==> config.mk <==
export PLATFORM = sky130hd
export DESIGN_NAME = pulse_stretch
export DESIGN_NICKNAME = d
export VERILOG_FILES = /design/src/rtl/pulse_stretch_pkg.sv /design/src/rtl/sat_counter.sv /design/src/rtl/pulse_stretch.sv
export SDC_FILE = /design/constraint.sdc
export NUM_CORES = 1
export LEC_CHECK = 0
export ABC_CLOCK_PERIOD_IN_PS = 5950
export CORE_MARGIN = 2
export CORE_UTILIZATION = 60
export CTS_BUF_LIST = sky130_fd_sc_hd__clkbuf_4 sky130_fd_sc_hd__clkbuf_8
export CTS_CLUSTER_SIZE = 24
export DETAILED_ROUTE_END_ITERATION = 10
export GPL_TIMING_DRIVEN = 0
export PLACE_DENSITY = 0.8
export SLEW_MARGIN = 20
export SYNTH_ARGS = -nofsm -noshare
export SYNTH_HDL_FRONTEND = slang
export SYNTH_HIERARCHICAL = 1
export SYNTH_SLANG_ARGS = --single-unit
export TNS_END_PERCENT = 20
==> constraint.sdc <==
create_clock -name clk5K -period 5.95 [get_ports clk5K]
set_clock_uncertainty 0.1 [all_clocks]
set_input_delay 1.19 -clock clk5K [delete_from_list [all_inputs] [get_ports clk5K]]
set_output_delay 1.19 -clock clk5K [all_outputs]
set_load 0.005 [all_outputs]
==> src/rtl/pulse_stretch_pkg.sv <==
// Shared definitions for the pulse stretcher: FSM state encoding, default
// timing parameters and width helpers used to size the timer and queue.
package pulse_stretch_pkg;

    typedef enum logic [1:0] {
        ST_IDLE = 2'd0,
        ST_HIGH = 2'd1,
        ST_GAP  = 2'd2
    } state_t;

    localparam int DEF_HIGH_CYCLES = 2500;
    localparam int DEF_GAP_CYCLES  = 1250;
    localparam int DEF_PEND_MAX    = 7;

    // Ceiling log2; clog2(1) is 0.
    function automatic int clog2(input int value);
        int result;
        result = 0;
        for (int v = value - 1; v > 0; v = v >> 1) begin
            result = result + 1;
        end
        return result;
    endfunction

    // Bits needed to hold values 0..count-1, never less than one.
    function automatic int bits_for(input int count);
        return (clog2(count) < 1) ? 1 : clog2(count);
    endfunction

    function automatic int max_int(input int a, input int b);
        return (a > b) ? a : b;
    endfunction

endpackage

==> src/rtl/sat_counter.sv <==
// Up/down counter that saturates at MAX. An increment that would pass MAX
// is discarded and sets the sticky sat flag; simultaneous inc and dec leave
// the count unchanged and never set sat.
module sat_counter
#(
    parameter int PW  = 3,
    parameter int MAX = 7
)
(
    input  logic          clk,
    input  logic          rst_n,
    input  logic          inc,
    input  logic          dec,
    output logic [PW-1:0] count,
    output logic          sat
);

    localparam logic [PW-1:0] COUNT_MAX = PW'(MAX);

    // Count update with saturation; sat is sticky until reset.
    always_ff @(posedge clk or negedge rst_n) begin
        if (!rst_n) begin
            count <= '0;
            sat   <= 1'b0;
        end else if (inc && !dec) begin
            if (count == COUNT_MAX) begin
                sat <= 1'b1;
            end else begin
                count <= count + PW'(1);
            end
        end else if (dec && !inc) begin
            if (count != '0) begin
                count <= count - PW'(1);
            end
        end
    end

endmodule

==> src/rtl/pulse_stretch.sv <==
// Stretches single-cycle event strobes into fixed-width level pulses with a
// guaranteed dark gap after each one. Events arriving while a pulse or gap
// is showing are queued in a saturating counter and replayed in turn.
// Optional feature macro: PULSE_STRETCH_RETRIG_EN -- an event during the
// high phase extends the current pulse instead of being queued.
module pulse_stretch
    import pulse_stretch_pkg::*;
#(
    parameter  int HIGH_CYCLES = DEF_HIGH_CYCLES,
    parameter  int GAP_CYCLES  = DEF_GAP_CYCLES,
    parameter  int PEND_MAX    = DEF_PEND_MAX,
    localparam int PW          = clog2(PEND_MAX + 1)
)
(
    input  logic          clk5K,
    input  logic          rst_n,
    input  logic          pulse_in,
    output logic          level_out,
    output logic          busy,
    output logic [PW-1:0] pending,
    output logic          overflow
);

    localparam int CW = bits_for(max_int(HIGH_CYCLES, GAP_CYCLES));
    localparam logic [CW-1:0] HIGH_LOAD = CW'(HIGH_CYCLES - 1);
    localparam logic [CW-1:0] GAP_LOAD  = CW'(GAP_CYCLES - 1);

    state_t        state, state_nxt;
    logic [CW-1:0] cnt, cnt_nxt;
    logic          level_nxt;
    logic          queue_inc;
    logic          queue_dec;

    // State, timer and output level registers.
    always_ff @(posedge clk5K or negedge rst_n) begin
        if (!rst_n) begin
            state     <= ST_IDLE;
            cnt       <= '0;
            level_out <= 1'b0;
        end else begin
            state     <= state_nxt;
            cnt       <= cnt_nxt;
            level_out <= level_nxt;
        end
    end

    // Next-state, timer reload and queue push/pop decisions.
    always_comb begin
        state_nxt = state;
        cnt_nxt   = cnt;
        level_nxt = level_out;
        queue_inc = 1'b0;
        queue_dec = 1'b0;
        case (state)
            ST_IDLE: begin
                // An event in IDLE is shown directly, never queued.
                if (pulse_in) begin
                    state_nxt = ST_HIGH;
                    cnt_nxt   = HIGH_LOAD;
                    level_nxt = 1'b1;
                end
            end
            ST_HIGH: begin
`ifdef PULSE_STRETCH_RETRIG_EN
                if (pulse_in) begin
                    cnt_nxt = HIGH_LOAD;
                end else if (cnt != '0) begin
                    cnt_nxt = cnt - CW'(1);
                end else begin
                    state_nxt = ST_GAP;
                    cnt_nxt   = GAP_LOAD;
                    level_nxt = 1'b0;
                end
`else
                queue_inc = pulse_in;
                if (cnt != '0) begin
                    cnt_nxt = cnt - CW'(1);
                end else begin
                    state_nxt = ST_GAP;
                    cnt_nxt   = GAP_LOAD;
                    level_nxt = 1'b0;
                end
`endif
            end
            ST_GAP: begin
                // At the exit edge an arriving event and a consume cancel
                // out in the counter, so pending holds and cannot overflow.
                queue_inc = pulse_in;
                if (cnt != '0) begin
                    cnt_nxt = cnt - CW'(1);
                end else if ((pending != '0) || pulse_in) begin
                    queue_dec = 1'b1;
                    state_nxt = ST_HIGH;
                    cnt_nxt   = HIGH_LOAD;
                    level_nxt = 1'b1;
                end else begin
                    state_nxt = ST_IDLE;
                end
            end
            default: begin
                state_nxt = ST_IDLE;
                cnt_nxt   = '0;
                level_nxt = 1'b0;
            end
        endcase
    end

    // Busy reflects the state register only.
    always_comb begin
        busy = (state != ST_IDLE);
    end

    sat_counter #(
        .PW  (PW),
        .MAX (PEND_MAX)
    ) u_queue (
        .clk   (clk5K),
        .rst_n (rst_n),
        .inc   (queue_inc),
        .dec   (queue_dec),
        .count (pending),
        .sat   (overflow)
    );

endmodule

==> summary.txt, run 1 <==
Number of vias per cell -> 6.41
# DRC -> 0
Pin count of the biggest net entering global routing -> 20
Syn avg cell area -> 8.77 um^2
Slew Limit Fails -> 0
First-pass GRT wire length -> 5320 um
Startpoint class of the critical path -> input pin
Sum Neg Setup Slack -> 0 ns
Number of synthesized flops with an enable pin -> 0
Met1 Usage GRT -> 32.6%
LEAKAGE -> 0.000644 uW
Hold Startpoint -> u_queue/sat
M3 GR Usage -> 3.16%
Initial core utilization -> 62.9%
HPWL after detailed placement -> 2240 um
Yosys reg bits -> 19
Max Fclk -> 0.260 GHz
Rows -> 17
Seq/Total Area, Yosys -> 34.5%
Core ar. -> 2190 um^2
Finished Core Util -> 69.5%
Main synth FF type -> dfrtp_1
Setup crit end kind -> flip-flop
Num ports -> 9
Buffer levels on the longest clock path -> 2
Tcrit/Tclk final -> 64.7%
CTS clk-pin slew, worst paths -> 0.11 ns
FFs w/ async S/R, synth -> 100%
Finished Cell Area -> 1520 um^2
CTS Buf Count -> 3
Met2 Track Usage GR -> 47.0%
Die Y -> 51.9 um
Kind of critical path -> input pin to flip-flop
Yosys cell types -> 46
Port Buffers -> 8
Antenna cells -> 0
WL per Instance -> 15.6 um
Initial antenna violation count -> 0
DP Area -> 1490 um^2
Die W -> 51.9 um
Syn_nets -> 168
Worst Hold Class -> flip-flop to flip-flop
TritonCTS clock tree -> done
Status -> completed
Top Usage Layer GRT -> met2
Total of max-cap violations -> 0
Top cells by count, synth -> dfrtp_1 (19), a21oi_1 (14), nor2_1 (14)
RePlAce Congestion -> 0.870
First-pass iteration count of the detailed router -> 4
Crit path DAT -> 3.97 ns
CP startpoint -> pulse_in
Post-Synthesis Cells -> 157
Total Routing Usage GR -> 26.2%
# setup viols final -> 0
Vias in the first global route -> 1213
Vias -> 1262
Antenna-violating nets left -> 0
Power Density -> 543 nW/um^2
Overflow after GRT -> 0
Worst Path Max Fanout -> 8
Worst Path Required -> 6.07 ns
YS warnings -> 6
Leading area contributor after synthesis -> dfrtp_1
H-tree Lvls -> 1
RSZ-0062 raised after global routing -> no
Reg2reg start -> u_queue/count[1]
Yosys top cell area share -> 34.5%
Final Hold Viols -> 0
Post-CTS setup buffers -> 0
Post-CTS sizing -> 0
Layout cells sized above 1 -> 8.88%
Maximum VDD drop -> 0.366 mV
WL final -> 3070 um
Power, Total -> 827 uW
Skew-Pair Late Insertion Delay -> 0.29 ns
Cell with the most instances after synthesis -> dfrtp_1
Area Overhead vs Synth -> 10.5%
Post-synth design cell area -> 1380 um^2
Synth top area cells -> dfrtp_1 (35%), ha_1 (6.4%), a21oi_1 (5.1%), nor2_1 (3.8%), o21ai_1 (3.6%)
Clock sinks -> 19
Tmin final -> 3.85 ns
Max-slew headroom -> 42.1%
Die area -> 2700 um^2
Nets -> 181
Clock root cell -> clkbuf_4
Drt initial violations -> 31
Worst-margin pin slew -> 0.866 ns
Hold buffers post-CTS -> 0
==> flip-flops by register name (all words and copies together), names as in the netlist <==
| signal | flops |
|---|---|
| cnt | 12 |
| u_queue/count | 3 |
| state | 2 |
| level_out | 1 |
| u_queue/sat | 1 |
==> final cells by class <==
type                    instances  area [um^2]
flip-flops and latches         19          475
well taps                      28         35.0
plain buffers                   8         42.5
inverters                       7         26.3
repair buffers                  8         80.1
fillers                       167          668
multi-input cells             123          833
clock buffers                   4         30.0
==> stage by stage <==
stage,worst slack (ns),hold WS [ns],cells
3_5_place_dp,1.80,0.352,193
6_report,2.10,0.380,197
5_1_grt,1.91,0.386,197
4_1_cts,2.10,0.381,197
3_3_place_gp,1.90,0.344,193
2_1_floorplan,2.59,0.351,157
==> worst max-delay path, cell delays in order <==
cell and delay, ns:
clkdlybuf4s50_1 0.48, nor4_1 0.51, nand2b_1 0.21, nor2_1 0.05, inv_1 0.06, ha_1 0.29, inv_1 0.09, fa_1 0.45
nor2b_1 0.16, a211o_1 0.27, a211oi_2 0.21
==> power by group <==
group / internal (uW) / total, uW / switching, uW
Combinational: 224 / 513 / 289
Sequential: 180 / 243 / 63.6
Clock: 30.6 / 70.3 / 39.7
==> final timing paths <==
kind,to,slack (ns),cells past startpoint
worst max-delay path,u_queue/count[2],2.10,11
worst min-delay path,u_queue/sat,0.38,1
worst max register to register,u_queue/count[2],2.90,10
worst min register to register,u_queue/sat,0.38,1
max in group asynchronous,cnt[5],3.94,1
min in group asynchronous,cnt[3],1.28,1
==> cells in the final DEF, fill, tap and decap left out, types with 3 or more instances in the layout <==
| master | n |
|---|---|
| nor3_1 | 5 |
| inv_1 | 7 |
| clkbuf_4 | 4 |
| a21o_1 | 4 |
| nor2_1 | 14 |
| nor4_1 | 6 |
| nand2b_1 | 5 |
| o21ai_0 | 6 |
| a31oi_1 | 3 |
| dfrtp_1 | 19 |
| ha_1 | 7 |
| clkbuf_1 | 5 |
| nand3_1 | 3 |
| a21oi_1 | 14 |
| o21ai_1 | 10 |
| clkdlybuf4s50_1 | 8 |
| nand2_1 | 9 |
==> cell families (layout without fill, tap and decap cells) <==
logic type,after synthesis,count (layout),synth area share [%]
simple gates,59,59,26.2
compound gates,55,55,25.6
flops,19,19,34.5
buf+inv,15,27,5.00
fa+ha+maj,8,8,7.81
mux,1,1,0.817
==> layer usage <==
metal	vias to the layer above	part of all wire, %
li1	610	-
met2	39	50
met1	611	44
met5	-	0
met4	0	0.55
met3	2	5.5
Power figures use the tool's default switching activity.
==> run 2, diff against run 1 <==
--- a/config.mk
+++ b/config.mk
@@ -5,14 +5,14 @@
 export SDC_FILE = /design/constraint.sdc
 export NUM_CORES = 1
 export LEC_CHECK = 0
-export ABC_CLOCK_PERIOD_IN_PS = 5950
+export ABC_CLOCK_PERIOD_IN_PS = 3400
 export CORE_MARGIN = 2
-export CORE_UTILIZATION = 60
+export CORE_UTILIZATION = 55
 export CTS_BUF_LIST = sky130_fd_sc_hd__clkbuf_4 sky130_fd_sc_hd__clkbuf_8
 export CTS_CLUSTER_SIZE = 24
 export DETAILED_ROUTE_END_ITERATION = 10
 export GPL_TIMING_DRIVEN = 0
-export PLACE_DENSITY = 0.8
+export PLACE_DENSITY = 0.77
 export SLEW_MARGIN = 20
 export SYNTH_ARGS = -nofsm -noshare
 export SYNTH_HDL_FRONTEND = slang
==> constraint.sdc (replaced) <==
create_clock -name clk5K -period 3.4 [get_ports clk5K]
set_clock_uncertainty 0.1 [all_clocks]
set_input_delay 0.68 -clock clk5K [delete_from_list [all_inputs] [get_ports clk5K]]
set_output_delay 0.68 -clock clk5K [all_outputs]
set_load 0.005 [all_outputs]
==> run 2 against run 1 <==
Global-route usage fell by 2.5 points; flip-flop and latch count did not move; register-to-register slack got worse by 2.4 ns; via count fell by 1.1%; final area rose by 0.58%; worst setup slack got worse by 1.8 ns; clock power rose by 79%; critical endpoint unchanged; sequential power rose by 77%; clock-buffer cell count did not move; first-iteration DRC count fell by 3.2%; largest cell class unchanged; highest routed layer unchanged.
==> summary.txt, run 2 (synthesis gave the netlist of run 1 again) <==
WL final -> 3040 um (-1.1%)
Skew-Pair Late Insertion Delay -> 0.30 ns (about the same)
Sum Neg Setup Slack -> 0 ns (unchanged)
Hold Path Sink -> u_queue/sat
Kind of critical path -> input pin to flip-flop
Tmin final -> 3.15 ns
Area Overhead vs Synth -> 11.2%
Hold Startpoint -> u_queue/sat
# DRC -> 0 (unchanged)
H-tree Lvls -> 1 (unchanged)
First-pass GRT wire length -> 5040 um (-5.2%)
CTS Buf Count -> 3 (unchanged)
Clock power frac -> 8.7% (+0.2 points)
Hold buffers post-CTS -> 0 (unchanged)
Slew Limit Fails -> 0 (unchanged)
Vias -> 1248 (-1.1%)
RSZ-0062 raised after global routing -> no
Vias in the first global route -> 1103 (-9.1%)
Worst Hold Class -> flip-flop to flip-flop
Nets -> 181 (unchanged)
Worst Path Max Fanout -> 8 (unchanged)
First-pass iteration count of the detailed router -> 4 (unchanged)
# fillers -> 208 (+25%)
CTS clk-pin slew, worst paths -> 0.11 ns (about the same)
Max reg flops -> 12 (unchanged)
Int Pwr -> 762 uW (+75%)
Antenna cells -> 0 (unchanged)
Sequential power share -> 29.7% (+0.3 points)
Total of max-cap violations -> 0 (unchanged)
Power, Total -> 1450 uW (+75%)
Die Y -> 54.0 um (+4.1%)
R2R cell count -> 10 (unchanged)
# setup viols final -> 0 (unchanged)
Final Hold Viols -> 0 (unchanged)
Rows -> 18 (+1)
Reg2reg start -> u_queue/count[1]
Status -> completed
Layout cells sized above 1 -> 9.47% (+0.59 points)
Initial core utilization -> 56.6% (-6.2 points)
Overflow after GRT -> 0 (unchanged)
Post-Place Cells -> 195 (+1.0%)
Setup crit end kind -> flip-flop
Core ar. -> 2430 um^2 (+11%)
Biggest register -> cnt
Antenna-violating nets left -> 0 (unchanged)
Drt initial violations -> 30 (-3.2%)
Post-placement setup slack -> -0.239 ns (-2.04 ns)
Most common cell after layout, fill and taps aside -> dfrtp_1
Crit path DAT -> 3.28 ns (-0.69 ns)
Die area -> 2920 um^2 (+8.4%)
Initial antenna violation count -> 0 (unchanged)
Power Density -> 945 nW/um^2 (+74%)
HPWL after detailed placement -> 2180 um (-2.7%)
Buffer levels on the longest clock path -> 2 (unchanged)
Num ports -> 9 (unchanged)
Psw -> 685 uW (+75%)
RePlAce Congestion -> 0.842 (-3.3%)
Maximum VDD drop -> 0.594 mV (+62%)
Most frequent cells in the layout -> dfrtp_1 (19), nor2_1 (14), a21oi_1 (14)
Biggest regs -> cnt: 12 flops, u_queue/count: 3 flops, state: 2 flops
Gate power share -> 61.6% (-0.5 points)
Worst-margin pin slew -> 0.888 ns (+0.0211 ns)
Die W -> 54.0 um (+4.1%)
Total Routing Usage GR -> 23.8% (-2.5 points)
Reg-to-reg setup timing slack -> 0.51 ns (-2.39 ns)
Number of vias per cell -> 6.27 (-2.1%)
Clock root cell -> clkbuf_4
Port Buffers -> 8 (unchanged)
Setup ws final -> 0.252 ns (-1.85 ns)
Max Fclk -> 0.318 GHz
Startpoint class of the critical path -> input pin
Clock sinks -> 19 (unchanged)
WL per Instance -> 15.3 um (-2.1%)
WHS -> 0.379 ns (-0.00147 ns)
Pin count of the biggest net entering global routing -> 20 (unchanged)
Max-slew headroom -> 40.7% (-1.4 points)
LEAKAGE -> 0.000645 uW (+0.12%)
R2r endpoint -> u_queue/count[2]
Non-filler cells, final -> 199 (+1.0%)
Worst Path Required -> 3.53 ns (-2.54 ns)
Tcrit/Tclk final -> 92.6%
TritonCTS clock tree -> done
Worst hold stages -> 1 (unchanged)
Sw Share -> 47.3% (-0.078 points)
run 2: timing repair:
item	in CTS	in global routing
endpoints found under the setup margin	0	2
resized for setup	0	1
setup buffers	0	0
run 2: layer usage:
metal,GRT usage [%],up-vias,share of wire [%]
met1,32.4,600,47
li1,-,610,-
met2,37.0,34,47
met4,7.92,0,0.72
met5,0,-,0
met3,5.56,4,5.3
run 2: worst max-delay path by stage:
stage | start | endpoint | slack, ns | depth (start not counted)
after global routing | pulse_in | u_queue/count[2] | 0.07 | 11
after global placement | pulse_in | u_queue/count[2] | -0.15 | 11
after floorplan | pulse_in | u_queue/count[2] | 0.55 | 10
after CTS | pulse_in | u_queue/count[2] | 0.05 | 11
final | pulse_in | u_queue/count[2] | 0.25 | 11
after detailed placement | pulse_in | u_queue/count[2] | -0.24 | 11
run 2: cell type report:
| cell class | instances | area, um^2 | share of cell area [%] |
|---|---|---|---|
| buffer | 8 | 42.5 | 2.78 |
| clock buffer | 4 | 30.0 | 1.96 |
| inverter | 7 | 26.3 | 1.72 |
| multi-input combinational | 123 | 840 | 54.8 |
| sequential | 19 | 475 | 31.0 |
| tap | 30 | 37.5 | 2.45 |
| timing repair buffer | 8 | 80.1 | 5.23 |
run 2: power groups by stage:
stage                     Sequential (uW)  Clock [uW]  Combinational, uW
after floorplan                       408           0                667
after global placement                423           0                855
after detailed placement              431           0                882
after CTS                             427         130                887
after global routing                  444         146               1000
final                                 430         126                891
run 2: critical path: stages:
cell,delay (ns)
clkdlybuf4s50_1,0.49
nor4_2,0.36
nand2b_1,0.19
nor2_1,0.05
inv_1,0.06
ha_1,0.28
inv_1,0.09
fa_1,0.44
nor2b_1,0.16
a211o_1,0.27
a211oi_2,0.20
run 2: metrics by stage:
step                      area (um^2)  utilization [%]
after global routing             1530             63.0
after floorplan                  1380                -
final                            1530             63.0
after global placement           1500             61.5
after detailed placement         1500             61.5
after CTS                        1530             62.7
==> run 3, diff against run 2 <==
--- a/config.mk
+++ b/config.mk
@@ -6,7 +6,7 @@
 export NUM_CORES = 1
 export LEC_CHECK = 0
 export ABC_CLOCK_PERIOD_IN_PS = 3400
-export CORE_MARGIN = 2
+export CORE_MARGIN = 3
 export CORE_UTILIZATION = 55
 export CTS_BUF_LIST = sky130_fd_sc_hd__clkbuf_4 sky130_fd_sc_hd__clkbuf_8
 export CTS_CLUSTER_SIZE = 24
==> constraint.sdc (replaced) <==
create_clock -name clk5K -period 3.4 [get_ports clk5K]
set_clock_uncertainty 0.1 [all_clocks]
set_input_delay 0.51 -clock clk5K [delete_from_list [all_inputs] [get_ports clk5K]]
set_output_delay 0.51 -clock clk5K [all_outputs]
set_load 0.005 [all_outputs]
==> run 3 against run 2 <==
Worst hold slack got worse by 0.0031 ns; non-clock buffer count unchanged; final area decreased by 0.16%; final cell count decreased by 1.0%; worst setup slack improved by 0.19 ns; largest power group unchanged; flip-flop and latch count unchanged; first-iteration DRC count increased by 47%; clock power increased by 6%; sequential share of layout area increased by 0.051 points; combinational power increased by 2%; critical endpoint unchanged; clock-buffer cell count unchanged; maximum frequency increased by 6.4%.
==> summary.txt, run 3 (synthesis gave the netlist of run 1 again) <==
CTS Buf Count -> 3 (unchanged)
Worst Path Max Fanout -> 8 (unchanged)
H-tree Lvls -> 1 (unchanged)
LEAKAGE -> 0.000645 uW (unchanged)
Core ar. -> 2300 um^2 (-5.6%)
Slew Limit Fails -> 0 (unchanged)
Post-placement setup slack -> -0.0790 ns (+0.160 ns)
Worst Hold Class -> flip-flop to flip-flop
Drt initial violations -> 44 (+47%)
Clock sinks -> 19 (unchanged)
HPWL after detailed placement -> 2400 um (+10%)
Slowest stage cell, crit path -> clkdlybuf4s50_1
Clock root cell -> clkbuf_4
Die W -> 56.0 um (+3.7%)
WL per Instance -> 16.9 um (+11%)
Biggest regs -> cnt: 12 flops, u_queue/count: 3 flops, state: 2 flops
RePlAce Congestion -> 0.916 (+8.9%)
Final Hold Viols -> 0 (unchanged)
Die Y -> 56.0 um (+3.7%)
Initial core utilization -> 60.0% (+3.3 points)
R2r endpoint -> u_queue/count[1]
Overflow after GRT -> 0 (unchanged)
Delay-heaviest family, CP -> simple AND/OR/NAND/NOR gates
Sum Neg Setup Slack -> 0 ns (unchanged)
First-pass iteration count of the detailed router -> 4 (unchanged)
Tcrit/Tclk final -> 87.0% (-5.6 points)
Setup crit end kind -> flip-flop
Total of max-cap violations -> 0 (unchanged)
Hold Startpoint -> u_queue/sat
Number of vias per cell -> 6.59 (+5.1%)
Worst path bufs/invs -> 3 (unchanged)
# DRC -> 0 (unchanged)
Slowest cell delay on critical path -> 0.48 ns (about the same)
Num ports -> 9 (unchanged)
Port Buffers -> 8 (unchanged)
Vias in the first global route -> 1285 (+17%)
Kind of critical path -> input pin to flip-flop
Tmin final -> 2.96 ns (-0.190 ns)
# fillers -> 187 (-10%)
WL final -> 3340 um (+9.8%)
Total Routing Usage GR -> 23.4% (-0.35 points)
Nets -> 181 (unchanged)
WHS -> 0.376 ns (-0.00306 ns)
Power Density -> 962 nW/um^2 (+1.8%)
Power, Total -> 1470 uW (+1.6%)
Max Fclk -> 0.338 GHz (+6.4%)
Vias -> 1298 (+4.0%)
Biggest register -> cnt
Critical Path, Cell by Cell -> clkdlybuf4s50_1 -> nor4_2 -> nand2b_1 -> nor2_1 -> inv_1 -> ha_1 -> inv_1 -> fa_1 -> nor2b_1 -> a211o_1 -> a211oi_2
Worst-margin pin slew -> 0.937 ns (+0.0497 ns)
Setup ws final -> 0.441 ns (+0.190 ns)
Status -> completed
Max-slew headroom -> 37.3% (-3.4 points)
CTS clk-pin slew, worst paths -> 0.11 ns (about the same)
Pin count of the biggest net entering global routing -> 20 (unchanged)
Footprint of the multi-input gates -> 840 um^2 (unchanged)
Reg-to-reg setup timing slack -> 0.46 ns (-0.05 ns)
Initial antenna violation count -> 0 (unchanged)
RSZ-0062 raised after global routing -> no
Skew-Pair Late Insertion Delay -> 0.32 ns (+0.02 ns)
Antenna-violating nets left -> 0 (unchanged)
Max reg flops -> 12 (unchanged)
First-pass GRT wire length -> 5910 um (+17%)
Most common cell after layout, fill and taps aside -> dfrtp_1
Startpoint class of the critical path -> input pin
Die area -> 3140 um^2 (+7.5%)
Area Overhead vs Synth -> 11.0%
Most frequent cells in the layout -> dfrtp_1 (19), nor2_1 (14), a21oi_1 (14)
TritonCTS clock tree -> done
Hold Path Sink -> u_queue/sat
# setup viols final -> 0 (unchanged)
Worst Path Required -> 3.54 ns (about the same)
Worst hold stages -> 1 (unchanged)
Rows -> 17 (-1)
Buffer levels on the longest clock path -> 2 (unchanged)
R2R cell count -> 10 (unchanged)
Layout cells sized above 1 -> 9.47% (unchanged)
Finished Core Util -> 66.6% (+3.6 points)
Register Area -> 475 um^2 (unchanged)
Cell repeated most along the worst path -> inv_1
Crit path DAT -> 3.10 ns (-0.18 ns)
Antenna cells -> 0 (unchanged)
Maximum VDD drop -> 0.587 mV (-1.3%)
Reg2reg start -> cnt[4]
run 3: cell counts in the layout (fill, tap and decap cells not counted):
No cell type changed its count.
run 3: layout make-up:
type,instances,share of cell area [%]
sequential,19,31.1
multi-input combinational,123,54.9
timing repair buffer,8,5.24
inverter,7,1.72
clock buffer,4,1.96
tap,28,2.29
buffer,8,2.78
run 3: metal layers:
| layer | GRT usage [%] | vias up | wire length (um) |
|---|---|---|---|
| met5 | 0 | - | 0 |
| met2 | 36.6 | 34 | 1590 |
| met4 | 11.9 | 0 | 68 |
| met3 | 2.32 | 8 | 127 |
| met1 | 31.9 | 641 | 1560 |
| li1 | - | 615 | - |
run 3: through the flow:
step | cells | cell area [um^2]
after CTS | 197 | 1520
after global routing | 197 | 1530
after floorplan | 157 | 1380
after detailed placement | 193 | 1490
final | 197 | 1530
after global placement | 193 | 1490
run 3: worst max-delay path by stage:
stage | slack [ns] | start | depth (start not counted) | end
2_1_floorplan | 0.68 | u_queue/count[0] | 10 | u_queue/count[2]
3_3_place_gp | -0.02 | pulse_in | 11 | u_queue/count[2]
3_5_place_dp | -0.08 | pulse_in | 11 | u_queue/count[2]
4_1_cts | 0.23 | pulse_in | 11 | u_queue/count[2]
5_1_grt | 0.23 | pulse_in | 11 | u_queue/count[2]
6_report | 0.44 | pulse_in | 11 | u_queue/count[2]
run 3: where the power goes:
group          leakage (uW)  switching, uW  internal [uW]
Clock             0.0000184           80.3           54.0
Sequential         0.000241            114            315
Combinational      0.000386            511            396
run 3: timing repair:
action	4_1_cts	5_1_grt
hold buffers	0	0
gates resized for setup	0	1
endpoints found under the setup margin	0	1
setup buffers	0	0
